--- config.mk ---
export PLATFORM = sky130hd
export DESIGN_NAME = serial_magnitude_comparator
export DESIGN_NICKNAME = d
export VERILOG_FILES = /design/src/rtl/comparator_pkg.sv /design/src/rtl/bit_compare_cell.sv /design/src/rtl/serial_magnitude_comparator.sv
export SDC_FILE = /design/constraint.sdc
export NUM_CORES = 1
export LEC_CHECK = 0
export BUFFER_PORTS_ARGS = -buffer_cell sky130_fd_sc_hd__buf_2
export CELL_PAD_IN_SITES_DETAIL_PLACEMENT = 1
export CELL_PAD_IN_SITES_GLOBAL_PLACEMENT = 2
export CORE_MARGIN = 3
export CORE_UTILIZATION = 34
export DETAILED_ROUTE_END_ITERATION = 12
export HOLD_SLACK_MARGIN = 0.15
export PLACE_DENSITY_LB_ADDON = 0.1
export SLEW_MARGIN = 40
export SYNTH_ARGS = -nofsm -noshare
export SYNTH_HDL_FRONTEND = slang
export SYNTH_SLANG_ARGS = --single-unit
--- constraint.sdc ---
create_clock -name clk -period 3.4 [get_ports clk]
set_clock_uncertainty 0.1 [all_clocks]
set_input_delay 0.17 -clock clk [delete_from_list [all_inputs] [get_ports clk]]
set_output_delay 0.17 -clock clk [all_outputs]
set_load 0.005 [all_outputs]
--- src/rtl/comparator_pkg.sv ---
// Shared types for the serial magnitude comparator: FSM state encoding,
// per-bit classification codes and a helper that folds the bit cell's
// lt/gt pair into one code.
package comparator_pkg;

  typedef enum logic [1:0] {
    ST_IDLE = 2'd0,
    ST_CMP  = 2'd1,
    ST_DONE = 2'd2
  } state_t;

  typedef enum logic [1:0] {
    RES_EQ = 2'd0,
    RES_LT = 2'd1,
    RES_GT = 2'd2
  } bit_res_t;

  // Fold the cell's two flags into a single result code. If both flags are
  // somehow set, less-than wins so that the result stays one-hot.
  function automatic bit_res_t classify_bit(input logic lt, input logic gt);
    bit_res_t res;
    if (lt) begin
      res = RES_LT;
    end else if (gt) begin
      res = RES_GT;
    end else begin
      res = RES_EQ;
    end
    return res;
  endfunction

endpackage

--- src/rtl/bit_compare_cell.sv ---
// Combinational classification of one bit pair. For the sign bit of a
// two's-complement operand the sense is inverted: a set sign bit means
// the operand is more negative.
module bit_compare_cell (
  input  logic a,
  input  logic b,
  input  logic is_sign,
  input  logic signed_mode,
  output logic lt,
  output logic gt
);

  logic invert_s;

  // Classify a against b, inverting the sense on the signed sign bit
  always_comb begin
    lt       = 1'b0;
    gt       = 1'b0;
    invert_s = is_sign & signed_mode;
    if (invert_s) begin
      lt = a & ~b;
      gt = ~a & b;
    end else begin
      lt = ~a & b;
      gt = a & ~b;
    end
  end

endmodule

--- src/rtl/serial_magnitude_comparator.sv ---
// Bit-serial magnitude comparator. Operands are captured on start, then
// examined one bit pair per cycle from the MSB down; the first difference
// ends the comparison early. L/E/G hold from one DONE entry to the next.
module serial_magnitude_comparator
  import comparator_pkg::*;
#(
  parameter int WIDTH = 8
) (
  input  logic             clk,
  input  logic             rst,
  input  logic             start,
  input  logic             signed_mode,
  input  logic [WIDTH-1:0] A,
  input  logic [WIDTH-1:0] B,
  output logic             busy,
  output logic             done,
  output logic             L,
  output logic             E,
  output logic             G
);

  localparam int IDX_W = (WIDTH > 1) ? $clog2(WIDTH) : 1;
  localparam logic [IDX_W-1:0] IDX_MSB  = IDX_W'(WIDTH - 1);
  localparam logic [IDX_W-1:0] IDX_ZERO = {IDX_W{1'b0}};
  localparam logic [IDX_W-1:0] IDX_ONE  = IDX_W'(1);

  state_t           state_r;
  state_t           state_s;
  logic [WIDTH-1:0] a_r;
  logic [WIDTH-1:0] b_r;
  logic             sm_r;
  logic [IDX_W-1:0] idx_r;
  logic             busy_r;
  logic             done_r;
  logic             l_r;
  logic             e_r;
  logic             g_r;

  logic             bit_a_s;
  logic             bit_b_s;
  logic             is_sign_s;
  logic             last_s;
  logic             lt_s;
  logic             gt_s;
  bit_res_t         res_s;
  logic             accept_s;
  logic             finish_s;

  // Select the bit pair under examination and flag sign/last positions
  always_comb begin
    bit_a_s   = a_r[idx_r];
    bit_b_s   = b_r[idx_r];
    is_sign_s = (idx_r == IDX_MSB);
    last_s    = (idx_r == IDX_ZERO);
  end

  bit_compare_cell u_cell (
    .a           (bit_a_s),
    .b           (bit_b_s),
    .is_sign     (is_sign_s),
    .signed_mode (sm_r),
    .lt          (lt_s),
    .gt          (gt_s)
  );

  // Reduce the cell flags to a single result code
  always_comb begin
    res_s = classify_bit(lt_s, gt_s);
  end

  // Next-state logic plus capture/finish strobes
  always_comb begin
    state_s  = state_r;
    accept_s = 1'b0;
    finish_s = 1'b0;
    case (state_r)
      ST_IDLE: begin
        if (start) begin
          state_s  = ST_CMP;
          accept_s = 1'b1;
        end else begin
          state_s  = ST_IDLE;
        end
      end
      ST_CMP: begin
        if ((res_s != RES_EQ) || last_s) begin
          state_s  = ST_DONE;
          finish_s = 1'b1;
        end else begin
          state_s  = ST_CMP;
        end
      end
      ST_DONE: begin
        if (start) begin
          state_s  = ST_CMP;
          accept_s = 1'b1;
        end else begin
          state_s  = ST_IDLE;
        end
      end
      default: begin
        state_s = ST_IDLE;
      end
    endcase
  end

  // State register, registered status flags and held results
  always_ff @(posedge clk) begin
    if (rst) begin
      state_r <= ST_IDLE;
      busy_r  <= 1'b0;
      done_r  <= 1'b0;
      l_r     <= 1'b0;
      e_r     <= 1'b0;
      g_r     <= 1'b0;
    end else begin
      state_r <= state_s;
      busy_r  <= (state_s == ST_CMP);
      done_r  <= (state_s == ST_DONE);
      if (finish_s) begin
        case (res_s)
          RES_LT: begin
            l_r <= 1'b1;
            e_r <= 1'b0;
            g_r <= 1'b0;
          end
          RES_GT: begin
            l_r <= 1'b0;
            e_r <= 1'b0;
            g_r <= 1'b1;
          end
          default: begin
            l_r <= 1'b0;
            e_r <= 1'b1;
            g_r <= 1'b0;
          end
        endcase
      end else begin
        l_r <= l_r;
        e_r <= e_r;
        g_r <= g_r;
      end
    end
  end

  // Operand capture and MSB-first bit index
  always_ff @(posedge clk) begin
    if (rst) begin
      a_r   <= {WIDTH{1'b0}};
      b_r   <= {WIDTH{1'b0}};
      sm_r  <= 1'b0;
      idx_r <= IDX_ZERO;
    end else if (accept_s) begin
      a_r   <= A;
      b_r   <= B;
      sm_r  <= signed_mode;
      idx_r <= IDX_MSB;
    end else if ((state_r == ST_CMP) && !finish_s) begin
      idx_r <= idx_r - IDX_ONE;
    end else begin
      idx_r <= idx_r;
    end
  end

  assign busy = busy_r;
  assign done = done_r;
  assign L    = l_r;
  assign E    = e_r;
  assign G    = g_r;

endmodule

* Word-level counts from Yosys, hierarchy flattened *
Cells that the tools add are included.
W data, S select, Z words.

cells by class
  add/sub/neg operators = 1
  multipliers = 0
  divide/modulo/power cells = 0
  magnitude comparators = 1
  eq/ne operators = 7
  shifts and indexed selects = 0
  mux-type cells = 20
  bitwise operators = 5
  reduce and logical (&&, ||, !) cells = 9

operators with widths
  cell                   count
  $mux W1                12
  $bmux W1 S3            2
  $eq A2 B1 Y1 const B   3
  $eq A2 B2 Y1 const B   3
  $mux W2                3
  $mux W3                2
  $lt A3 B4 Y1 const B   1
  $pmux W2 S2            1
  $reduce_bool A2 Y1     2
  $reduce_or A2 Y1       2
  $and A1 B1 Y1          3
  $eq A3 B3 Y1 const B   1
  $logic_not A3 Y1       1
  $sub A3 B1 Y3 const B  1
  $logic_not A2 Y1       1
  $not A1 Y1             2
  $logic_and A1 B1 Y1    1
  $logic_not A1 Y1       1
  $logic_or A1 B1 Y1     1

storage, ports and cells
  register bits = 27
  bits in latches = 0
  RAM bits = 0
  bits in read-only memories = 0
  bits of input ports = 20
  output and inout port bits = 5
  word-level logic and storage cells = 53
  memories = 0

* Longest topological paths before layout *
  word-level depth = 15
  depth in mapped cells = 9
  depth with buffers taken out = 7

* Hierarchy *
From an unflattened synthesis, not the netlist that was laid out.

second synthesis, totals
  cells, all modules = 137
  area total of the unflattened synthesis = 1222.4 um^2

modules (own cells, without submodules)
  module                       instances  cells an instance  area each (um^2)  sequential area each (um^2)
  serial_magnitude_comparator  1          132                1182.4            540.5
  bit_compare_cell             1          5                  40.0              0.0

* Worst setup path before layout *
No wires, ideal clock.

  path type = reg-to-reg
  start = register idx_r[0]
  end = register idx_r[2]
  setup time = 133 ps
  data arrival time = 2016 ps
  data required time = 3167 ps
  slack = 1151 ps
  stages on the path, launching flop included = 10
  path buffers = 2
  clock period less this slack = 2249 ps
  cells stage by stage = dfxtp_1 > buf_6 > mux4_2 > mux2i_1 > inv_1 > ha_1 > and3_1 > buf_4 > a211oi_1 > a311oi_1

between the ends
  word-level cells in the longest chain between the ends = 14
  elaborated cells between the ends (all ways) = 25
  those cells by class = 1 x add/sub; 1 x eq/ne; 12 x mux; 5 x bitwise; 6 x reduce/logical

RTL lines
  item                                     line                                                                  RTL
  start: declaration                       serial_magnitude_comparator.sv:32                                     logic [IDX_W-1:0] idx_r;
  start signal: assignment                 serial_magnitude_comparator.sv:159                                    idx_r <= idx_r - IDX_ONE;
  start signal: assignment                 serial_magnitude_comparator.sv:161                                    idx_r <= idx_r;
  $bmux W1 S3, on equally long branches    serial_magnitude_comparator.sv:52, serial_magnitude_comparator.sv:51
  $mux W1, on equally long branches        serial_magnitude_comparator.sv:52, serial_magnitude_comparator.sv:51
  $not A1 Y1, on equally long branches     n/a
  $and A1 B1 Y1, on equally long branches  n/a
  $mux W1                                  bit_compare_cell.sv:20                                                if (invert_s) begin
  $mux W2                                  comparator_pkg.sv:24                                                  end else if (gt) begin
  $mux W2                                  comparator_pkg.sv:22                                                  if (lt) begin
  $reduce_bool A2 Y1                       serial_magnitude_comparator.sv:86                                     if ((res_s != RES_EQ) || last_s) begin
  $logic_or A1 B1 Y1                       serial_magnitude_comparator.sv:86
  $mux W1                                  serial_magnitude_comparator.sv:86
  $mux W1                                  serial_magnitude_comparator.sv:76                                     case (state_r)
  $logic_not A1 Y1                         serial_magnitude_comparator.sv:158                                    end else if ((state_r == ST_CMP) && !finish_s) begin
  $logic_and A1 B1 Y1                      serial_magnitude_comparator.sv:158
  $reduce_bool A2 Y1 (no source line)      n/a

Parallel ways exist; a longest one is shown, timed or not. The select of a mux whose other input is x is not followed.
A chain may end at the register's enable or synchronous reset.

* Final worst setup path *
Ends and elaborated chain as after synthesis.

==> results_dict.tcl <==
set metrics [dict create \
    h-tree-depth 1 \
    status "finished clean" \
    layout_setup_ws_ps 884 \
    hold_slack_ps 181 \
    vias_per_cell 4.77 \
    cts_made_buffers 3 \
    detail-route-antenna-nets 0 \
    finalSetupViolations 0 \
    die_w_um 65.3 \
    end_kind "flip-flop" \
    mappedNetlistArea_um2 1190 \
    routed_wl_mm 2.53 \
    fin_crit_ps 2520 \
    place.gp.congestion 0.698 \
    grt_pass1_vias 1003 \
    cts_tree "done" \
    p_total_uw 652 \
    ys_warn_count 0 \
    cts.reportedPaths.clkPinSlew_ps 140 \
    min_period_over_period 0.740 \
    worstMarginPinSlew_ps 652 \
    crit_arrival_ps 2650 \
    port_buffers 24 \
    clockRootBuffer "clkbuf_4" \
    dpl.hpwl_mm 1.76 \
    dieArea_um2 4260 \
    fin_tns_setup_ps 0 \
    dr.pass1.iters 2 \
    drv_cap 0 \
    syn_to_final_growth_pct 27.4 \
    peakVddDrop_v 0.000164 \
    post-cts-setup-buffers 0 \
    p_per_area_nw_per_um2 429 \
    crit_fanout 8 \
    die_h_um 65.3 \
    synth_seq_cells 27 \
    syn_avg_cell_area_um2 9.11 \
    overflow 0 \
    final_net_count 193 \
    max_freq_ghz 0.397 \
    p_leak_nw 0.640 \
    dr.first_iter.drc_count 25 \
    start_util 0.373 \
    seq_area_frac_synth 0.453 \
    start_kind "flip-flop" \
    drive_gt1_frac 0.222 \
    ctsHoldBuffers 17 \
    netlist_instances 131 \
    via_count 1006 \
    maxSlewHeadroom 0.565 \
    rsz0062_at_grt "no" \
    hp-class "input pin to flip-flop" \
    dp_worst_setup_slack_ps 876 \
    worst_skew_pair.late_latency_ps 320 \
    place_area_um2 1320 \
    grt_util_all_layers 0.137 \
    grt_max_degree 28 \
    drcViolationCount 0 \
    syn_nets 156 \
    worstPathRequired_ps 3540 \
    wl_per_cell_um 12.0 \
    clockBufferDepth 2 \
    hold_violations 0 \
    synthDistinctLibCells 25 \
    fillers 406 \
    clkSinkCount 27 \
    maxSlewViolCount 0 \
    row_count 20 \
    antenna_cells 0 \
    grt_pass1_wl_mm 4.61 \
    ioPinCount 25 \
    ctsResizeCount 0 \
    coreArea_um2 3200 \
    antenna_found_initial 0 \
    design_area_um2 1520 \
    path_class "flip-flop to flip-flop" \
]
layout by cell type, fill, tap and decap left out, types with 2 or more instances in the layout:
master          n
a211oi_1        4
a21oi_1        17
buf_2          24
clkbuf_4        3
dfxtp_1        27
dlygate4sd3_1  17
ha_1            5
inv_1           4
mux2i_1         4
mux4_2          4
nand2_1        34
nor2_1          7
nor2b_1         4
nor3_1          2
metal layers:
layer,GRT usage,wire (um),vias to the layer above
met2,0.253,1280,19
met1,0.162,1140,471
met3,0.0222,85,2
met5,0,0,-
li1,-,-,514
met4,0.0389,24,0
registers in the layout (all words and copies together) (netlist names):
register  flops
a_r           8
b_r           8
idx_r         3
state_r       2
E             1
G             1
L             1
busy          1
done          1
sm_r          1
through the flow:
step / std cells / utilization
6_report: 211 / 0.475
5_1_grt: 211 / 0.475
4_1_cts: 211 / 0.475
3_5_place_dp: 190 / 0.413
3_3_place_gp: 190 / 0.413
2_1_floorplan: 131 / -
cell usage after synthesis:
| master | instances | share of area |
|---|---|---|
| nand2_1 | 34 | 0.11 |
| dfxtp_1 | 27 | 0.45 |
| a21oi_1 | 17 | 0.071 |
| nor2_1 | 7 | 0.022 |
| clkbuf_1 | 5 | 0.016 |
| ha_1 | 5 | 0.052 |
| a211oi_1 | 4 | 0.025 |
| inv_1 | 4 | 0.013 |
| mux2i_1 | 4 | 0.034 |
| mux4_2 | 4 | 0.075 |
| nor2b_1 | 4 | 0.021 |
| buf_4 | 2 | 0.013 |
| nor3_1 | 2 | 0.0084 |
| a21boi_2 | 1 | 0.0094 |
| a311oi_1 | 1 | 0.0073 |
| a311oi_2 | 1 | 0.013 |
| and3_1 | 1 | 0.0052 |
| buf_1 | 1 | 0.0031 |
| buf_2 | 1 | 0.0042 |
| buf_6 | 1 | 0.0094 |
| nand2b_1 | 1 | 0.0052 |
| nand2b_4 | 1 | 0.012 |
| nand3_2 | 1 | 0.0084 |
| nand3b_1 | 1 | 0.0063 |
| or3b_1 | 1 | 0.0073 |
worst paths after layout:
| path | startpoint | to | slack [ps] | cells past startpoint |
|---|---|---|---|---|
| max | idx_r[0] | idx_r[2] | 880 | 7 |
| max reg2reg | idx_r[0] | idx_r[2] | 880 | 7 |
| min reg2reg | a_r[0] | a_r[0] | 370 | 2 |
| min | rst | busy | 180 | 2 |
report_power, final:
part | leakage [nW] | switching [mW] | internal (mW)
registers | 0.222 | 0.0232 | 0.344
clock network | 0.0177 | 0.0939 | 0.0441
logic | 0.400 | 0.0689 | 0.0781
total | 0.640 | 0.186 | 0.466
layout make-up:
class                   count  area (um^2)  share of cell area
flip-flops and latches     27          541               0.356
clock buffers               3         22.5              0.0148
repair buffers             42          298               0.196
inverters                   4         15.0             0.00988
well taps                  44         55.1              0.0362
multi-input cells          90          584               0.384
clock inverters             1         5.00             0.00329
critical path: stages (launching register included):
cell and delay [ps]:
dfxtp_1 570, mux4_2 550, mux2i_1 200, inv_1 70, ha_1 300, and3_1 290
a211oi_1 110, a311oi_1 250
cells by family after synthesis:
kind of cell / share of synthesized area
buffers and inverters: 0.0576
flip-flops: 0.453
AND/OR/NAND/NOR: 0.202
adder cells (fa/ha/maj): 0.0524
AO/OA/AOI/OAI: 0.126
multiplexers: 0.109
No activity file was read; power rests on OpenSTA's default activity.
